**src/rtl/turbo_pkg.sv**
```systemverilog
// Shared constants, state enum and RSC step function for the turbo encoder.
// TAIL_BITS follows the TURBO_ENC_TAIL_EN macro.
package turbo_pkg;

  localparam logic [2:0] GEN_FB = 3'o7;
  localparam logic [2:0] GEN_FF = 3'o5;

`ifdef TURBO_ENC_TAIL_EN
  localparam int TAIL_BITS = 2;
`else
  localparam int TAIL_BITS = 0;
`endif

  typedef enum logic [1:0] {
    LOAD,
    ENCODE,
    TAIL
  } state_t;

  // Returns {next_s1, next_s0, parity}; s[1] is the most recent delay stage.
  function automatic logic [2:0] rsc_step(input logic [1:0] s, input logic u);
    logic a;
    logic p;
    a = (GEN_FB[2] & u) ^ (GEN_FB[1] & s[1]) ^ (GEN_FB[0] & s[0]);
    p = (GEN_FF[2] & a) ^ (GEN_FF[1] & s[1]) ^ (GEN_FF[0] & s[0]);
    return {a, s[1], p};
  endfunction

endpackage

```
**src/rtl/turbo_qpp_addr.sv**
```systemverilog
// QPP interleaver address generator, pi(i) = (F1*i + F2*i*i) mod N, built
// incrementally so no multiplier is needed.
module turbo_qpp_addr #(
  parameter int N  = 64,
  parameter int F1 = 7,
  parameter int F2 = 16
) (
  input  logic                 clk,
  input  logic                 rst_n,
  input  logic                 clear,
  input  logic                 step,
  output logic [$clog2(N)-1:0] addr
);

  localparam int AW = $clog2(N);
  localparam logic [AW-1:0] G_INIT = AW'((F1 + F2) % N);
  localparam logic [AW-1:0] G_INC  = AW'((2 * F2) % N);

  logic [AW-1:0] r_pi;
  logic [AW-1:0] r_g;

  // N is a power of two, so the mod N is just the natural wrap of AW bits.
  always_ff @(posedge clk) begin
    if (!rst_n || clear) begin
      r_pi <= '0;
      r_g  <= G_INIT;
    end else if (step) begin
      r_pi <= r_pi + r_g;
      r_g  <= r_g + G_INC;
    end
  end

  assign addr = r_pi;

endmodule

```
**src/rtl/turbo_encode.sv**
```systemverilog
// Rate-1/3 turbo encoder: buffers N bits, then streams sys/p1/p2 symbols.
// Define TURBO_ENC_TAIL_EN to append two RSC1 termination symbols.
module turbo_encode
  import turbo_pkg::*;
#(
  parameter int N  = 64,
  parameter int F1 = 7,
  parameter int F2 = 16
) (
  input  logic clk,
  input  logic rst_n,
  input  logic in_valid,
  output logic in_ready,
  input  logic in_bit,
  output logic out_valid,
  input  logic out_ready,
  output logic out_sys,
  output logic out_p1,
  output logic out_p2,
  output logic out_last
);

  localparam int AW = $clog2(N);
  localparam logic [AW-1:0] LAST_IDX = AW'(N - 1);

  state_t        r_state, w_stateNext;
  logic [N-1:0]  r_buf;
  logic [AW-1:0] r_cnt, r_idx, w_addr;
  logic [1:0]    r_rsc1, r_rsc2, w_rsc1Next, w_rsc2Next;
  logic [2:0]    w_rsc1Step, w_rsc2Step;
  logic          r_outValid, r_outSys, r_outP1, r_outP2, r_outLast;
  logic          w_accept, w_load, w_shift, w_last, w_slot, w_lastHs;
  logic          w_symSys, w_symP1, w_symP2;
`ifdef TURBO_ENC_TAIL_EN
  logic          r_tailCnt, w_tailLoad;
  logic [2:0]    w_tailStep;
`endif

  turbo_qpp_addr #(.N(N), .F1(F1), .F2(F2)) u_qpp (
    .clk   (clk),
    .rst_n (rst_n),
    .clear (w_lastHs),
    .step  (w_load),
    .addr  (w_addr)
  );

  assign w_slot     = !r_outValid || out_ready;
  assign w_lastHs   = r_outValid && r_outLast && out_ready;
  assign w_rsc1Step = rsc_step(r_rsc1, r_buf[r_idx]);
  assign w_rsc2Step = rsc_step(r_rsc2, r_buf[w_addr]);
`ifdef TURBO_ENC_TAIL_EN
  // Feeding u = s1^s0 forces a = 0, flushing RSC1 to 00 in two steps.
  assign w_tailStep = rsc_step(r_rsc1, r_rsc1[1] ^ r_rsc1[0]);
  assign w_shift    = w_load || w_tailLoad;
`else
  assign w_shift    = w_load;
`endif

  always_ff @(posedge clk) begin
    if (!rst_n) r_state <= LOAD;
    else        r_state <= w_stateNext;
  end

  always_comb begin
    w_stateNext = r_state;
    in_ready    = 1'b0;
    w_accept    = 1'b0;
    w_load      = 1'b0;
    w_last      = 1'b0;
    w_symSys    = r_buf[r_idx];
    w_symP1     = w_rsc1Step[0];
    w_symP2     = w_rsc2Step[0];
    w_rsc1Next  = w_rsc1Step[2:1];
    w_rsc2Next  = w_rsc2Step[2:1];
`ifdef TURBO_ENC_TAIL_EN
    w_tailLoad  = 1'b0;
`endif
    case (r_state)
      LOAD: begin
        in_ready = rst_n;
        w_accept = in_valid && rst_n;
        // Symbol 0 loads on the Nth accept; pi(0)=0 so buffer[0] is ready.
        if (w_accept && r_cnt == LAST_IDX) begin
          w_load      = 1'b1;
          w_stateNext = ENCODE;
        end
      end
      ENCODE: begin
        if (w_lastHs) begin
          w_stateNext = LOAD;
        end else if (!r_outLast && w_slot) begin
          w_load = 1'b1;
          if (r_idx == LAST_IDX) begin
`ifdef TURBO_ENC_TAIL_EN
            w_stateNext = TAIL;
`else
            w_last = 1'b1;
`endif
          end
        end
      end
`ifdef TURBO_ENC_TAIL_EN
      TAIL: begin
        if (w_lastHs) begin
          w_stateNext = LOAD;
        end else if (!r_outLast && w_slot) begin
          w_tailLoad = 1'b1;
          w_symSys   = r_rsc1[1] ^ r_rsc1[0];
          w_symP1    = w_tailStep[0];
          w_symP2    = 1'b0;
          w_rsc1Next = w_tailStep[2:1];
          w_last     = (r_tailCnt == 1'(TAIL_BITS - 1));
        end
      end
`endif
      default: w_stateNext = LOAD;
    endcase
  end

  always_ff @(posedge clk) begin
    if (w_accept) r_buf[r_cnt] <= in_bit;
  end

  always_ff @(posedge clk) begin
    if (!rst_n) begin
      r_cnt      <= '0;
      r_idx      <= '0;
      r_rsc1     <= '0;
      r_rsc2     <= '0;
      r_outValid <= 1'b0;
      r_outSys   <= 1'b0;
      r_outP1    <= 1'b0;
      r_outP2    <= 1'b0;
      r_outLast  <= 1'b0;
`ifdef TURBO_ENC_TAIL_EN
      r_tailCnt  <= 1'b0;
`endif
    end else begin
      if (w_accept) r_cnt <= (r_cnt == LAST_IDX) ? '0 : r_cnt + 1'b1;
      if (w_lastHs) begin
        r_idx      <= '0;
        r_rsc1     <= '0;
        r_rsc2     <= '0;
        r_outValid <= 1'b0;
        r_outSys   <= 1'b0;
        r_outP1    <= 1'b0;
        r_outP2    <= 1'b0;
        r_outLast  <= 1'b0;
`ifdef TURBO_ENC_TAIL_EN
        r_tailCnt  <= 1'b0;
`endif
      end else if (w_shift) begin
        r_rsc1     <= w_rsc1Next;
        r_outValid <= 1'b1;
        r_outSys   <= w_symSys;
        r_outP1    <= w_symP1;
        r_outP2    <= w_symP2;
        r_outLast  <= w_last;
        if (w_load) begin
          r_rsc2 <= w_rsc2Next;
          r_idx  <= r_idx + 1'b1;
        end
`ifdef TURBO_ENC_TAIL_EN
        if (w_tailLoad) r_tailCnt <= r_tailCnt + 1'b1;
`endif
      end
    end
  end

  assign out_valid = r_outValid;
  assign out_sys   = r_outSys;
  assign out_p1    = r_outP1;
  assign out_p2    = r_outP2;
  assign out_last  = r_outLast;

endmodule

```
**config.mk**
```make
export PLATFORM = sky130hd
export DESIGN_NAME = turbo_encode
export DESIGN_NICKNAME = d
export VERILOG_FILES = /design/src/rtl/turbo_pkg.sv /design/src/rtl/turbo_qpp_addr.sv /design/src/rtl/turbo_encode.sv
export SDC_FILE = /design/constraint.sdc
export NUM_CORES = 1
export LEC_CHECK = 0
export ABC_CLOCK_PERIOD_IN_PS = 2630
export CELL_PAD_IN_SITES_DETAIL_PLACEMENT = 0
export CELL_PAD_IN_SITES_GLOBAL_PLACEMENT = 1
export CORE_ASPECT_RATIO = 0.9
export CORE_MARGIN = 5
export CORE_UTILIZATION = 52
export CTS_BUF_LIST = sky130_fd_sc_hd__clkbuf_4
export DETAILED_ROUTE_END_ITERATION = 8
export GPL_TIMING_DRIVEN = 0
export PLACE_DENSITY = 0.89
export SETUP_SLACK_MARGIN = 0.15
export SLEW_MARGIN = 20
export SYNTH_ARGS = -nofsm -noshare
export SYNTH_HDL_FRONTEND = slang
export SYNTH_SLANG_ARGS = --single-unit
```
**constraint.sdc**
```tcl
create_clock -name clk -period 2.63 [get_ports clk]
set_input_delay 0.263 -clock clk [delete_from_list [all_inputs] [get_ports clk]]
set_output_delay 0.263 -clock clk [all_outputs]
set_load 0.01 [all_outputs]
```
==> reports/results.tsv <==
metric	value	unit
run_status	finished clean	
fin_cells	566	
synth_cell_types	43	
fillers	731	
wl_per_cell	18.5	um
cts_tree	yes	
synth_edf_count	64	
antenna_found_initial	0	
min_period	2.48	ns
worstMarginPinSlew	0.571	ns
ant_nets	0	
clock_latency	0.44	ns
drv_cap	0	
htree_levels	3	
first_global_vias	3121	
crit_type	register to register	
critPathCaptureType	register	
synth_nets	424	
root_buffer	clkbuf_4	
die_w	111	um
seq_power_share	0.642	
yosysWarnings	0	
setup_slack	0.153	ns
holdBufCountCts	0	
period_share	0.942	
grt.overflow.total	0	
clock_path_buffers	2	
leakagePower	0.00165	uW
p_switching	536	uW
row_count	33	
hp-class	primary input to register	
cp-start-kind	register	
fp.dieH	101	um
cts_setup_buffers	0	
ys_seq_area_frac	0.523	
hold_violations	0	
slew_headroom	0.618	
setup_viol_count_final	0	
crit_fanout	11	
synth_flop_cell	edfxtp_1	
powerDensity	463	nW/um^2
grt_max_degree	58	
rsz0062_at_grt	yes	
ys_async_sr_fraction	0	
max_clock_freq	0.404	GHz
drc_errors	0	
intPower	1910	uW
viasPerCell	5.81	
initial_core_util	0.529	
dp_cells	549	
ios	11	
netlist_area	4790	um^2
grt_pass1_wl	16600	um
slew_viol_final	0	
avgSynthCellArea	11.5	um^2
cts_buffers	9	
syn_inst	416	
reg2reg_slack	0.15	ns
die_area	11200	um^2
wl	10500	um
fin_skew	0.0176	ns
switching_share	0.220	
gp_congestion	0.802	
clk_pin_slew	0.15	ns
layout.nets	447	
clock_sinks	93	
total_power	2440	uW
required	2.94	ns
cp_data_arrival_time	2.79	ns
power_frac_comb	0.027	
peakVddDrop	0.371	mV
antenna_cells	0	
min_path_cells	1	
grt_usage	0.193	
ys_seq_elements	93	
clockPowerShare	0.330	
dp_hpwl	7260	um
dr.pass1.iters	6	
syn_to_final_growth	10.2	%
io_buffers	10	
core-area	9040	um^2
vias	3291	
layout-drive-gt1-share	0.144	
drt_iter0_drc	304	
rr_worst_depth	9	
place_ws	-0.157	ns
flip-flops by register name, summed over array words and instances, names as in the netlist, 2 cells and up:
name and count:
r_rsc1 2, r_cnt 6, u_qpp.addr 6, r_buf 64, r_rsc2 2, r_idx 6
layout make-up:
| type | instances | area [um^2] | share of cell area |
|---|---|---|---|
| clock buffer | 11 | 82.6 | 0.0157 |
| tap | 122 | 153 | 0.0289 |
| timing repair buffer | 12 | 140 | 0.0266 |
| clock inverter | 5 | 61.3 | 0.0116 |
| sequential | 93 | 2500 | 0.475 |
| multi-input combinational | 289 | 2130 | 0.403 |
| inverter | 8 | 30.0 | 0.00569 |
| buffer | 26 | 176 | 0.0335 |
per-stage QoR:
stage	setup TNS [ns]	area [um^2]	util	hold WS, ns
floorplan	0	4790	-	0.362
global placement	-0.214	5040	0.557	0.467
detailed placement	-0.727	5050	0.559	0.485
CTS	0	5220	0.577	0.110
global route	0	5270	0.583	0.0936
finish	0	5270	0.583	0.118
worst paths after layout:
path / start / endpoint
worst max-delay path: u_qpp.addr[0] / r_rsc2[1]
worst min-delay path: in_bit / r_buf[39]
worst max register to register: u_qpp.addr[0] / r_rsc2[1]
worst min register to register: out_last / out_last
worst max-delay path, cell delays in order, from the launching register on:
cell	delay, ns
dfxtp_2	0.36
buf_12	0.16
buf_12	0.14
mux4_2	0.54
nand3_2	0.10
a311oi_1	0.09
or4_4	0.56
mux2i_1	0.20
xnor2_1	0.14
nor2_1	0.05
synth_stat cells (all sizes together), types with 3 or more instances:
cell    count  area [um^2]
nor2       94          353
edfxtp     64         1920
nand2      34          144
dfxtp      29          581
mux2i      26          260
mux4       22          529
clkbuf     16         61.3
nand3      16         85.1
xnor2      12          105
buf        10         91.3
a22oi       9         67.6
xor2        9         78.8
inv         8         30.0
nor2b       8         50.1
a21oi       7         35.0
a211oi      5         37.5
and2        5         31.3
a311oi      4         35.0
nand2b      4         25.0
nand3b      4         30.0
nand4       4         25.0
or2         4         25.0
ha          3         37.5
o21ai       3         15.0
or3         3         18.8
cell families after synthesis:
logic type,after synthesis,synth area share
AOI/OAI and AO/OA,33,0.0484
xor gates and xnor gates,21,0.0384
adders and majority gates,3,0.00784
buffers and inverters,34,0.0382
DFF,93,0.523
muxes,50,0.170
and+or+nand+nor,182,0.175
routing by layer:
metal | track usage | vias up | share of wire
met5 | 0 | - | 0
met4 | 0.0627 | 0 | 0.019
met3 | 0.0438 | 17 | 0.064
met2 | 0.313 | 122 | 0.47
met1 | 0.261 | 1614 | 0.44
li1 | - | 1538 | -
what timing repair did:
| item | in CTS | in global routing |
|---|---|---|
| cloned | 0 | 1 |
| endpoints found under the setup margin | 16 | 17 |
| gates resized for setup | 8 | 17 |
power groups by stage:
stage	registers [uW]	logic, uW	clock network (uW)
floorplan	1600	30.7	0
global placement	1600	61.4	0
detailed placement	1600	66.3	0
CTS	1570	66.6	820
global route	1570	73.6	892
finish	1570	67.1	806
cells in the final DEF (no fill, tap or decap), types with 5 or more instances in the layout:
cell type	count
dfxtp_1	27
inv_1	8
nand3_1	14
clkbuf_4	11
mux4_1	7
xnor2_1	12
mux4_2	15
clkdlybuf4s50_1	9
a22oi_1	7
buf_2	5
mux2i_1	25
clkbuf_2	5
nor2b_1	8
edfxtp_1	64
nand2_1	33
clkbuf_1	10
a21oi_1	7
and2_1	5
xor2_1	9
a211oi_1	5
nor2_1	94
No activity file was read; power rests on OpenSTA's default activity.
